--- config.mk ---
export PLATFORM = sky130hd
export DESIGN_NAME = nfc_cmd_arbiter
export DESIGN_NICKNAME = d
export VERILOG_FILES = /design/src/rtl/nfc_arb_pkg.sv /design/src/rtl/nfc_rr_arbiter.sv /design/src/rtl/nfc_cmd_arbiter.sv
export SDC_FILE = /design/constraint.sdc
export NUM_CORES = 1
export LEC_CHECK = 0
export CELL_PAD_IN_SITES_DETAIL_PLACEMENT = 0
export CELL_PAD_IN_SITES_GLOBAL_PLACEMENT = 2
export CORE_AREA = 3 3 124 216
export DETAILED_ROUTE_END_ITERATION = 7
export DIE_AREA = 0 0 127 219
export PLACE_DENSITY = 0.89
export SLEW_MARGIN = 25
export SYNTH_ARGS = -nofsm -noshare
export SYNTH_HDL_FRONTEND = slang
export SYNTH_SLANG_ARGS = --single-unit
--- constraint.sdc ---
create_clock -name nand_usr_clk -period 4 [get_ports nand_usr_clk]
set_input_delay 0.8 -clock nand_usr_clk [delete_from_list [all_inputs] [get_ports nand_usr_clk]]
set_output_delay 0.8 -clock nand_usr_clk [all_outputs]
set_load 0.01 [all_outputs]
--- src/rtl/nfc_arb_pkg.sv ---
// nfc_arb_pkg: shared widths, FSM encoding and command struct for the NFC command arbiter.
// Contents:
//   OPC_W/LBA_W/LEN_W - command field widths
//   IDLE/ISSUE        - FSM state encoding
//   nfc_cmd_t         - packed {opc, lba, len} command
package nfc_arb_pkg;

    localparam int OPC_W = 16;
    localparam int LBA_W = 48;
    localparam int LEN_W = 24;

    localparam logic [0:0] IDLE  = 1'b0;
    localparam logic [0:0] ISSUE = 1'b1;

    typedef struct packed {
        logic [OPC_W-1:0] opc;
        logic [LBA_W-1:0] lba;
        logic [LEN_W-1:0] len;
    } nfc_cmd_t;

endpackage

--- src/rtl/nfc_rr_arbiter.sv ---
// nfc_rr_arbiter: combinational round-robin grant generator.
// Ports:
//   req      in  REQ_NUM  request vector
//   rr_ptr   in  SRC_W    highest-priority index this cycle
//   en       in  1        grant enable
//   gnt      out REQ_NUM  one-hot grant
//   gnt_idx  out SRC_W    encoded grant index
//   any_gnt  out 1        a grant is being made
module nfc_rr_arbiter #(
    parameter int REQ_NUM = 2,
    parameter int SRC_W   = 3
) (
    input  logic [REQ_NUM-1:0] req,
    input  logic [SRC_W-1:0]   rr_ptr,
    input  logic               en,
    output logic [REQ_NUM-1:0] gnt,
    output logic [SRC_W-1:0]   gnt_idx,
    output logic               any_gnt
);

    logic [REQ_NUM-1:0] masked;
    logic [REQ_NUM-1:0] pick;

    // Requests at or above rr_ptr win first; if none, wrap to the lowest index.
    // The descending scan leaves the lowest set bit of pick as the winner.
    always_comb begin
        masked  = '0;
        gnt     = '0;
        gnt_idx = '0;
        any_gnt = 1'b0;
        for (int i = 0; i < REQ_NUM; i++)
            masked[i] = req[i] && (i >= int'(rr_ptr));
        pick = (|masked) ? masked : req;
        for (int i = REQ_NUM - 1; i >= 0; i--) begin
            if (en && pick[i]) begin
                gnt     = '0;
                gnt[i]  = 1'b1;
                gnt_idx = SRC_W'(i);
                any_gnt = 1'b1;
            end
        end
    end

endmodule

--- src/rtl/nfc_cmd_arbiter.sv ---
// nfc_cmd_arbiter: round-robin scheduler sharing one NFC channel command port among requesters.
// Ports:
//   nand_usr_clk/nand_usr_rst      clock, synchronous active-high reset
//   req_valid/req_ready/req_err    per-requester handshake and zero-length reject pulse
//   req_opc/req_lba/req_len        packed per-requester payloads (requester i at slice i)
//   req_fifo_almost_full           channel FIFO backpressure, blocks new grants
//   o_valid/i_ready                channel command handshake
//   o_opc/o_lba/o_len/o_src        issued command and its source index
//   issue_cnt                      total commands issued
//   busy                           FSM is in ISSUE
//   timeout_flag                   sticky watchdog flag (only with NFC_ARB_TIMEOUT_EN)
// Optional macro NFC_ARB_TIMEOUT_EN adds a TIMEOUT_CYC-cycle watchdog on ISSUE.
module nfc_cmd_arbiter
    import nfc_arb_pkg::*;
#(
    parameter int REQ_NUM     = 2,
    parameter int SRC_W       = 3,
    parameter int TIMEOUT_CYC = 65535
) (
    input  logic                     nand_usr_clk,
    input  logic                     nand_usr_rst,
    input  logic [REQ_NUM-1:0]       req_valid,
    output logic [REQ_NUM-1:0]       req_ready,
    input  logic [REQ_NUM*OPC_W-1:0] req_opc,
    input  logic [REQ_NUM*LBA_W-1:0] req_lba,
    input  logic [REQ_NUM*LEN_W-1:0] req_len,
    output logic [REQ_NUM-1:0]       req_err,
    input  logic                     req_fifo_almost_full,
    output logic                     o_valid,
    input  logic                     i_ready,
    output logic [OPC_W-1:0]         o_opc,
    output logic [LBA_W-1:0]         o_lba,
    output logic [LEN_W-1:0]         o_len,
    output logic [SRC_W-1:0]         o_src,
    output logic [31:0]              issue_cnt,
    output logic                     busy
`ifdef NFC_ARB_TIMEOUT_EN
    ,
    output logic                     timeout_flag
`endif
);

    logic [0:0]         state_q, state_d;
    logic [SRC_W-1:0]   rr_ptr_q, rr_ptr_d;
    nfc_cmd_t           cmd_q, cmd_d, sel_cmd;
    logic [SRC_W-1:0]   src_q, src_d;
    logic               valid_q, valid_d;
    logic [31:0]        cnt_q, cnt_d;
    logic [REQ_NUM-1:0] err_q, err_d;
    logic [REQ_NUM-1:0] gnt;
    logic [SRC_W-1:0]   gnt_idx;
    logic               any_gnt;

    nfc_rr_arbiter #(.REQ_NUM(REQ_NUM), .SRC_W(SRC_W)) u_rr (
        .req     (req_valid),
        .rr_ptr  (rr_ptr_q),
        .en      (state_q == IDLE && !req_fifo_almost_full),
        .gnt     (gnt),
        .gnt_idx (gnt_idx),
        .any_gnt (any_gnt)
    );

    // Grant is qualified by req_valid inside the arbiter, so a dropped request is never accepted.
    assign req_ready = gnt;

    always_comb begin
        sel_cmd = '0;
        for (int i = 0; i < REQ_NUM; i++)
            if (gnt[i])
                sel_cmd = '{opc: req_opc[i*OPC_W +: OPC_W],
                            lba: req_lba[i*LBA_W +: LBA_W],
                            len: req_len[i*LEN_W +: LEN_W]};
    end

`ifdef NFC_ARB_TIMEOUT_EN
    logic [31:0] wd_q, wd_d;
    logic        flag_q, flag_d;
    // wd_q holds the number of completed ISSUE cycles; entry from IDLE always sees 0.
    wire         timeout = (state_q == ISSUE) && !i_ready && (wd_q == 32'(TIMEOUT_CYC - 1));
    assign timeout_flag = flag_q;
`else
    wire         timeout = 1'b0;
    logic [31:0] unused_timeout;
    assign unused_timeout = 32'(TIMEOUT_CYC);
`endif

    always_comb begin
        state_d  = state_q;
        rr_ptr_d = rr_ptr_q;
        cmd_d    = cmd_q;
        src_d    = src_q;
        valid_d  = valid_q;
        cnt_d    = cnt_q;
        err_d    = '0;
        if (state_q == IDLE) begin
            if (any_gnt) begin
                rr_ptr_d = (gnt_idx == SRC_W'(REQ_NUM - 1)) ? '0 : gnt_idx + SRC_W'(1);
                if (sel_cmd.len == '0) begin
                    err_d = gnt;
                end else begin
                    cmd_d   = sel_cmd;
                    src_d   = gnt_idx;
                    valid_d = 1'b1;
                    state_d = ISSUE;
                end
            end
        end else if (i_ready) begin
            valid_d = 1'b0;
            cnt_d   = cnt_q + 32'd1;
            state_d = IDLE;
        end else if (timeout) begin
            valid_d = 1'b0;
            err_d   = REQ_NUM'(1) << src_q;
            state_d = IDLE;
        end
    end

    always_ff @(posedge nand_usr_clk) begin
        if (nand_usr_rst) begin
            state_q  <= IDLE;
            rr_ptr_q <= '0;
            cmd_q    <= '0;
            src_q    <= '0;
            valid_q  <= 1'b0;
            cnt_q    <= '0;
            err_q    <= '0;
        end else begin
            state_q  <= state_d;
            rr_ptr_q <= rr_ptr_d;
            cmd_q    <= cmd_d;
            src_q    <= src_d;
            valid_q  <= valid_d;
            cnt_q    <= cnt_d;
            err_q    <= err_d;
        end
    end

`ifdef NFC_ARB_TIMEOUT_EN
    always_comb begin
        wd_d   = (state_q == ISSUE) ? wd_q + 32'd1 : '0;
        flag_d = flag_q || timeout;
    end

    always_ff @(posedge nand_usr_clk) begin
        if (nand_usr_rst) begin
            wd_q   <= '0;
            flag_q <= 1'b0;
        end else begin
            wd_q   <= wd_d;
            flag_q <= flag_d;
        end
    end
`endif

    assign o_valid   = valid_q;
    assign o_opc     = cmd_q.opc;
    assign o_lba     = cmd_q.lba;
    assign o_len     = cmd_q.len;
    assign o_src     = src_q;
    assign issue_cnt = cnt_q;
    assign req_err   = err_q;
    assign busy      = (state_q != IDLE);

endmodule
Yosys cells after proc, flatten, opt, wreduce, memory -nomap -nowiden
Index checks and enable logic that the tools add are counted.
{"block": "word_totals", "wordCells": 51, "out_inout_bits": 129, "inputBits": 182, "ff_bits": 130}
{"block": "classes", "n_lt_le_gt_ge": 2, "n_eq_ne": 3, "bitwise": 3, "n_addsub": 2, "reduce_logical": 14, "n_mux": 18}
{"operator": "two-way mux 88 bit", "n": 2}
{"operator": "adder 32 x 1 -> 32 bit (second input constant)", "n": 1}
{"operator": "logical NOT 24 bit", "n": 1}
{"operator": "two-way mux 1 bit", "n": 12}
{"operator": "greater-or-equal comparator 1 x 3 -> 1 bit (first input constant)", "n": 2}
{"operator": "two-way mux 2 bit", "n": 3}
{"operator": "AND reduction 3 bit", "n": 2}
{"operator": "logical AND 1 bit", "n": 5}
{"operator": "inequality test 2 bit (second input constant)", "n": 2}
{"operator": "AND reduction 2 bit", "n": 2}
{"operator": "OR reduction 4 bit", "n": 1}
{"operator": "adder 3 x 1 -> 3 bit (second input constant)", "n": 1}
{"operator": "equality test 3 x 1 -> 1 bit (second input constant)", "n": 1}
{"operator": "two-way mux 3 bit", "n": 1}
{"operator": "NOT 1 bit", "n": 3}
{"operator": "nonzero test 2 bit", "n": 1}
{"operator": "OR reduction 2 bit", "n": 1}
{"operator": "logical NOT 1 bit", "n": 1}

Logic depth before layout (Yosys ltp)
{"block": "depth", "word_depth": 13, "depth_mapped": 9}

Modules after synthesis
From an unflattened synthesis, not the netlist that was laid out.
{"block": "hier_totals", "cells_unflattened": 645, "area_unflattened_um2": 5789.3}
{"mod": "nfc_cmd_arbiter", "cells_per_inst": 635, "n_inst": 1, "area_each_um2": 5724.2}
{"mod": "nfc_rr_arbiter", "cells_per_inst": 10, "n_inst": 1, "area_each_um2": 65.1}

Least setup slack after synthesis
Ideal clock, no wire load.
{"block": "synth_timing", "kind": "input to output", "startpoint": "input port req_fifo_almost_full", "endpoint": "output port req_ready[1]", "setup_slack_ps": 1528, "t_arrival_ps": 1672, "required_time_ps": 3200, "cell_stages": 4, "path_cell_list": "nor3b_2 a21boi_1 buf_2 buf_1"}
{"block": "synth_via", "elab_chain_len": 5, "word_cells_on_any_way": 6}
{"item": "from (decl)", "line_no": "nfc_cmd_arbiter.sv:28", "text": "input logic req_fifo_almost_full,"}
{"item": "logical NOT 1 bit (*)", "line_no": "nfc_cmd_arbiter.sv:57", "text": ".en (state_q == IDLE && !req_fifo_almost_full),"}
{"item": "logical AND 1 bit (*)", "line_no": "nfc_cmd_arbiter.sv:57"}
{"item": "logical AND 1 bit", "line_no": "nfc_rr_arbiter.sv:35", "text": "if (en && pick[i]) begin"}
{"item": "two-way mux 2 bit", "line_no": "nfc_rr_arbiter.sv:35"}
{"item": "two-way mux 2 bit (*)", "line_no": "nfc_rr_arbiter.sv:35"}
{"item": "to (decl)", "line_no": "nfc_cmd_arbiter.sv:23", "text": "output logic [REQ_NUM-1:0] req_ready,"}
Every way passes the cells marked *; elsewhere a longest branch is shown, timed or not.

Worst setup path in the final report
{"block": "layout_timing", "startpoint": "input port req_valid[1]", "endpoint": "output port req_ready[1]"}
{"block": "layout_via", "elab_chain_len": 6, "word_cells_on_any_way": 7}
{"item": "from (decl)", "line_no": "nfc_cmd_arbiter.sv:22", "text": "input logic [REQ_NUM-1:0] req_valid,"}
{"item": "logical AND 1 bit", "line_no": "nfc_rr_arbiter.sv:32", "text": "masked[i] = req[i] && (i >= int'(rr_ptr));"}
{"item": "OR reduction 2 bit", "line_no": "nfc_rr_arbiter.sv:33", "text": "pick = (|masked) ? masked : req;"}
{"item": "two-way mux 2 bit (*)", "line_no": "nfc_rr_arbiter.sv:33"}
{"item": "logical AND 1 bit", "line_no": "nfc_rr_arbiter.sv:35"}
{"item": "two-way mux 2 bit", "line_no": "nfc_rr_arbiter.sv:35"}
{"item": "two-way mux 2 bit (*)", "line_no": "nfc_rr_arbiter.sv:35"}
Marked as above.

==> impl_metrics.ini <==
[drt]
vias = 6359
viasPerCell = 5.18
routed_wl_um = 25100
drt_iter0_markers = 508
firstDrtPassIters = 8
wl_per_cell_um = 20.4
postRouteAntennaNets = 0
drc = 1

[critical_path]
worstPathMaxFanout = 6
critPathCaptureType = output pin
worstSetupPathType = primary input to output pin
crit_arrival_ps = 2580
worstPathRequired_ps = 3200
startpoint_type = primary input

[global_route]
grt_pass1_wl_um = 37800
grt_overflow_total = 0
grt_pass1_vias = 6281
antenna_found_initial = 1
grt_max_degree = 90
grt_use_total = 0.176

[floorplanning]
io_pins = 311
start_util = 0.220
fp-row-count = 77
core-area_um2 = 25200
dieWidth_um = 127
die_area_um2 = 27800
die_y_um = 219

[sta]
finalHoldViolations = 0
holdWs_ps = 464
setup_viol = 0
tns_ps = 0
slew_headroom = 0.487
min_period_ps = 3380
slew_violations = 0
skew_ps = 8.29
fin_ws_ps = 618
rsz0062_at_grt = no
max_freq_ghz = 0.296
tightestPinTransition_ps = 770
period_share = 0.846

[clock_network]
clk_pin_slew_ps = 50
cts.sinks = 126
numCtsBuffers = 17
root_buffer = clkbuf_16
cts_buffer_depth = 2
cts_setup_buffers = 0
worst_skew_pair.late_latency_ps = 420
tritoncts = yes
ctsResizeCount = 0
hold_buffers = 0
htreeDepth = 4

[pwr]
max-vdd-ir-drop_mv = 0.254
power.leakage_uw = 0.00317
p_per_area_nw_per_um2 = 394

[synth]
ys_seq_elements = 126
post_synth_instance_area_um2 = 5540
synth_cell_types = 35
syn_inst = 629
avgSynthCellArea_um2 = 8.81
synth_warnings = 0
ys_seq_area_frac = 0.455

[final_layout]
fillers = 2653
area_growth_pct = 71.1
final_area_um2 = 9490
nNetsFinal = 1083
antennaDiodeCount = 0
drive_above_1_share = 0.0571

[place]
place_ws_ps = 578
hpwlAfterDp_um = 18000
place_area_um2 = 8890
port-buffer-count = 308
gp_congestion = 0.835

[status]
violations = design-rule violations
status = finished with violations

[run]
cap_violations = 0

[min_path]
hp-class = flop to flop
==> kinds of logic (layout without fill, tap and decap cells) <==
| family | after synthesis | after routing | share of synthesized area |
|---|---|---|---|
| XOR/XNOR | 28 | 28 | 0.0442 |
| flip-flops | 126 | 126 | 0.455 |
| AO/OA/AOI/OAI | 129 | 129 | 0.188 |
| adder cells (fa/ha/maj) | 1 | 1 | 0.00226 |
| AND/OR/NAND/NOR | 270 | 270 | 0.252 |
| buffers and inverters | 74 | 355 | 0.0573 |
| other | 1 | 2 | 0.000677 |
==> worst paths after layout <==
| kind | cells past startpoint | start | to | slack [ps] |
|---|---|---|---|---|
| setup / recovery | 4 | req_valid[1] | req_ready[1] | 620 |
| hold / removal | 2 | o_len[6] | o_len[6] | 460 |
| setup reg to reg | 6 | busy | o_lba[12] | 1500 |
| hold reg to reg | 2 | o_len[6] | o_len[6] | 460 |
==> stage by stage <==
step                       util  total power, uW  std cells
after floorplan               -             1720        630
after global placement    0.352             2160       1197
after detailed placement  0.352             2170       1197
after CTS                 0.376             3800       1227
after global routing      0.376             3900       1227
final                     0.376             3730       1227
==> per-layer routing <==
| layer | part of all wire | vias to the layer above | track usage |
|---|---|---|---|
| li1 | - | 2981 | - |
| met1 | 0.36 | 3054 | 0.195 |
| met2 | 0.53 | 267 | 0.310 |
| met3 | 0.064 | 55 | 0.0480 |
| met4 | 0.041 | 2 | 0.0848 |
| met5 | 0.00068 | - | 0 |
==> cell usage after synthesis <==
cell | n | area, um^2
a21boi_1 | 2 | 15.0
a21oi_1 | 32 | 160
a222oi_1 | 64 | 641
a22oi_1 | 24 | 180
and2_1 | 1 | 6.26
and3_1 | 3 | 18.8
and4_1 | 9 | 78.8
buf_1 | 2 | 7.51
buf_2 | 26 | 130
buf_4 | 2 | 15.0
clkbuf_1 | 41 | 154
conb_1 | 1 | 3.75
dfxtp_1 | 126 | 2520
ha_1 | 1 | 12.5
inv_1 | 3 | 11.3
nand2_1 | 16 | 60.1
nand2_2 | 1 | 6.26
nand2b_1 | 1 | 6.26
nand3_1 | 35 | 175
nand4_1 | 10 | 62.6
nand4_2 | 1 | 12.5
nor2_1 | 34 | 128
nor2b_1 | 1 | 6.26
nor3_1 | 135 | 676
nor3b_1 | 1 | 7.51
nor3b_2 | 1 | 12.5
nor4_1 | 16 | 100
nor4b_2 | 1 | 15.0
o21a_1 | 2 | 15.0
o21ai_0 | 3 | 15.0
o21ai_2 | 2 | 17.5
or3_1 | 3 | 18.8
or4_1 | 1 | 7.51
xnor2_1 | 14 | 123
xor2_1 | 14 | 123
==> layout by cell type, fill, tap and decap left out, drive strengths merged, types with 15 or more instances in the layout <==
cell and count:
clkdlybuf4s50 307, nor3 135, dfxtp 126, a222oi 64
nand3 35, nor2 34, a21oi 32, a22oi 24
clkbuf 24, nand2 17, nor4 16, buf 15
==> final cells by class <==
class	count	area (um^2)	area share
clock buffers	24	492	0.0518
clock inverters	6	108	0.0113
inverters	3	11.3	0.00119
multi-input cells	430	2750	0.290
flip-flops and latches	126	2520	0.266
well taps	316	395	0.0417
repair buffers	322	3210	0.338
==> power by group <==
group	leakage (uW)	switching, uW	total (uW)	internal, uW
logic	0.00185	332	750	418
registers	0.00103	46.8	1390	1340
clock network	0.000292	560	1600	1040
total	0.00317	938	3730	2790
==> registers in the layout, summed over array words and instances, names as in the netlist <==
signal and count:
busy 1, o_src 1, o_lba 48, o_valid 1, issue_cnt 32, o_len 24
o_opc 16, rr_ptr_q 1, req_err 2
==> critical path: stages <==
cell	delay, ps
clkdlybuf4s50_1	580
nor3b_2	240
a21boi_4	310
clkdlybuf4s50_1	650
No activity file was read; power rests on OpenSTA's default activity.
==> RTL edit, RTL diff (same settings) <==
Remove the register `err_q`: a continuous assignment takes its place, so the output `req_err` follows one clock earlier.
--- a/src/rtl/nfc_cmd_arbiter.sv
+++ b/src/rtl/nfc_cmd_arbiter.sv
@@ -124,5 +124,4 @@
             valid_q  <= 1'b0;
             cnt_q    <= '0;
-            err_q    <= '0;
         end else begin
             state_q  <= state_d;
@@ -132,7 +131,8 @@
             valid_q  <= valid_d;
             cnt_q    <= cnt_d;
-            err_q    <= err_d;
         end
     end
+
+    assign err_q = err_d;
 
 `ifdef NFC_ARB_TIMEOUT_EN
Function: changed (a bounded check fails within 4 cycles, from zero or initial values and one cycle with nand_usr_rst high).
==> RTL edit against the original RTL <==
The flow still finishes with violations (design-rule violations); sequential cell count fell by 2; worst setup slack lost 340 ps; routed wire length is 7.0% lower; final area increased by 4.6%; final cell count rose by 0.81%; die area unchanged; synthesized cell count fell by 1.3%; synthesized area rose by 6.9%; power down 3.5%; register-to-register slack better by 210 ps; highest routed layer unchanged.
==> RTL edit: results (changes against the original RTL) <==
- First-pass GRT wire length: 34300 µm (-9.3%)
- Slowest Stage Delay on Critical Path: 540 ps (-110 ps)
- Root Buffer: clkbuf_16
- Worst VDD drop: 0.238 mV (-6.5%)
- IO buf count: 308 (unchanged)
- Initial DRC count: 468 (-7.9%)
- Synth warn: 0 (unchanged)
- Worst Path Max Fanout: 2 (-4)
- Worst-path clk slew: 60 ps
- Synth cell types: 40 (+14%)
- Failing checks: design-rule violations
- Layout cells sized above 1: 12.9% (+7.2 points)
- Number of global-route vias before repair: 5905 (-6.0%)
- Non-filler cells in the finished layout: 1237 (+0.81%)
- P_leak: 3.36 nW (+5.9%)
- Post-CTS Setup Bufs: 0 (unchanged)
- Met1 WL: 8700 µm (-4.7%)
- Post-cts resize count: 0 (unchanged)
- WL met2: 12300 µm (-7.4%)
- Top cells by area, synth: dfxtp_1, a222oi_1, a211oi_2
- Pre-CTS setup slack: 249 ps (-329 ps)
- H-tree levels: 4 (unchanged)
- HPWL Detailed: 17000 µm (-5.5%)
- Initial antenna violation count: 2 (+1)
- Drt pass-1 iters: 8 (unchanged)
- Worst slew pin tran: 870 ps (+101 ps)
- Placed insts: 1204 (+0.58%)
- Hold crit path type: flop to flop
- Metal3 WL: 1650 µm (+2.6%)
- Synth Instances: 621 (-1.3%)
- Crit-path slowest cell: clkdlybuf4s50_1
- Seq/Total Area, Yosys: 41.9% (-3.6 points)
- Final net count: 1090 (+0.65%)
- Status: complete, but fails checks
- Sw Ratio: 27.4% (+2.3 points)
- Total GRT Usage: 16.0% (-1.7 points)
- CTS Buffer Depth: 2 (unchanged)
- Top sig layer: met5
- FFs w/ async S/R, synth: 0% (unchanged)
- Number of CTS-inserted buffers: 17 (unchanged)
- Placer congestion estimate: 0.770 (-7.7%)
- Drt drc: 13 (+12)
- Leading cell types by count after synthesis: dfxtp_1, inv_1, a222oi_1, a211oi_2, clkbuf_1
- Clk Latency, worst-skew pair: 420 ps (about the same)
- Number of flip-flops in the largest register: 48 (unchanged)
- Largest net degree at the start of global routing: 67 (-26%)
- Via count: 6126 (-3.7%)
- Critical Path AT: 2920 ps (+340 ps)
- Skew final: 10.5 ps (+2.17 ps)
- Drt total wl: 23300 µm (-7.0%)
[RTL edit: cell count changes in the layout (fill, tap and decap cells not counted), moves of 8 or more]
cell and change:
a211oi_1 +26, a211oi_2 +38, xor2_1 -8, nor3_1 -132
inv_1 +72
[RTL edit: path summary, 6_finish.rpt]
check,to,cells after the start,slack [ps],start
worst max-delay path,req_err[0],7,280,req_len[12]
worst min-delay path,o_src[0]$_SDFFE_PP0P_,2,460,o_src[0]$_SDFFE_PP0P_
worst max register to register,o_lba[26]$_SDFFE_PP0P_,6,1710,busy$_SDFF_PP0_
worst min register to register,o_src[0]$_SDFFE_PP0P_,2,460,o_src[0]$_SDFFE_PP0P_
[RTL edit: power by group through the flow]
stage	Combinational (mW)	Sequential (mW)	Clock, mW
after floorplan	0.280	1.43	0
after global placement	0.773	1.39	0
after detailed placement	0.777	1.39	0
after CTS	0.781	1.36	1.53
after global routing	0.824	1.37	1.58
final	0.770	1.36	1.47
[RTL edit: stage by stage]
step / instance area, µm² / hold WS [ps] / utilization (%)
2_1_floorplan: 5930 / 459 / -
3_3_place_gp: 9360 / 443 / 37.1
3_5_place_dp: 9360 / 444 / 37.1
4_1_cts: 9920 / 456 / 39.3
5_1_grt: 9920 / 471 / 39.3
6_report: 9920 / 455 / 39.3
[RTL edit: routing by layer]
metal	vias to the layer above	GRT usage, %
met1	2933	17.5
met2	252	28.3
met5	-	0
met4	2	6.59
met3	29	5.16
li1	2910	-
[RTL edit: worst reg2reg max path: stages (launching register included)]
cell and delay (ps):
dfxtp_1 390, nor3b_1 280, a21boi_4 240, buf_4 170
buf_4 490, a222oi_1 390, a211oi_2 260
[RTL edit: cell type report]
| type | count | area (µm²) |
|---|---|---|
| Antenna cell | 1 | 2.50 |
| Clock buffer | 18 | 439 |
| Clock inverter | 14 | 121 |
| Fill cell | 2553 | 15300 |
| Inverter | 75 | 282 |
| Multi-Input combinational cell | 357 | 2860 |
| Sequential cell | 124 | 2480 |
| Tap cell | 316 | 395 |
| Timing Repair Buffer | 332 | 3340 |
[RTL edit: kinds of logic (layout without fill, tap and decap cells)]
kind of cell             after synthesis  in the layout  synth area share (%)
flip-flops                           124            124                  41.9
other                                  1              3                0.0633
AO/OA/AOI/OAI                        193            193                  28.8
buffers and inverters                141            439                  10.5
AND/OR/NAND/NOR                      134            134                  14.5
XOR/XNOR                              27             27                  3.99
adder cells (fa/ha/maj)                1              1                 0.211
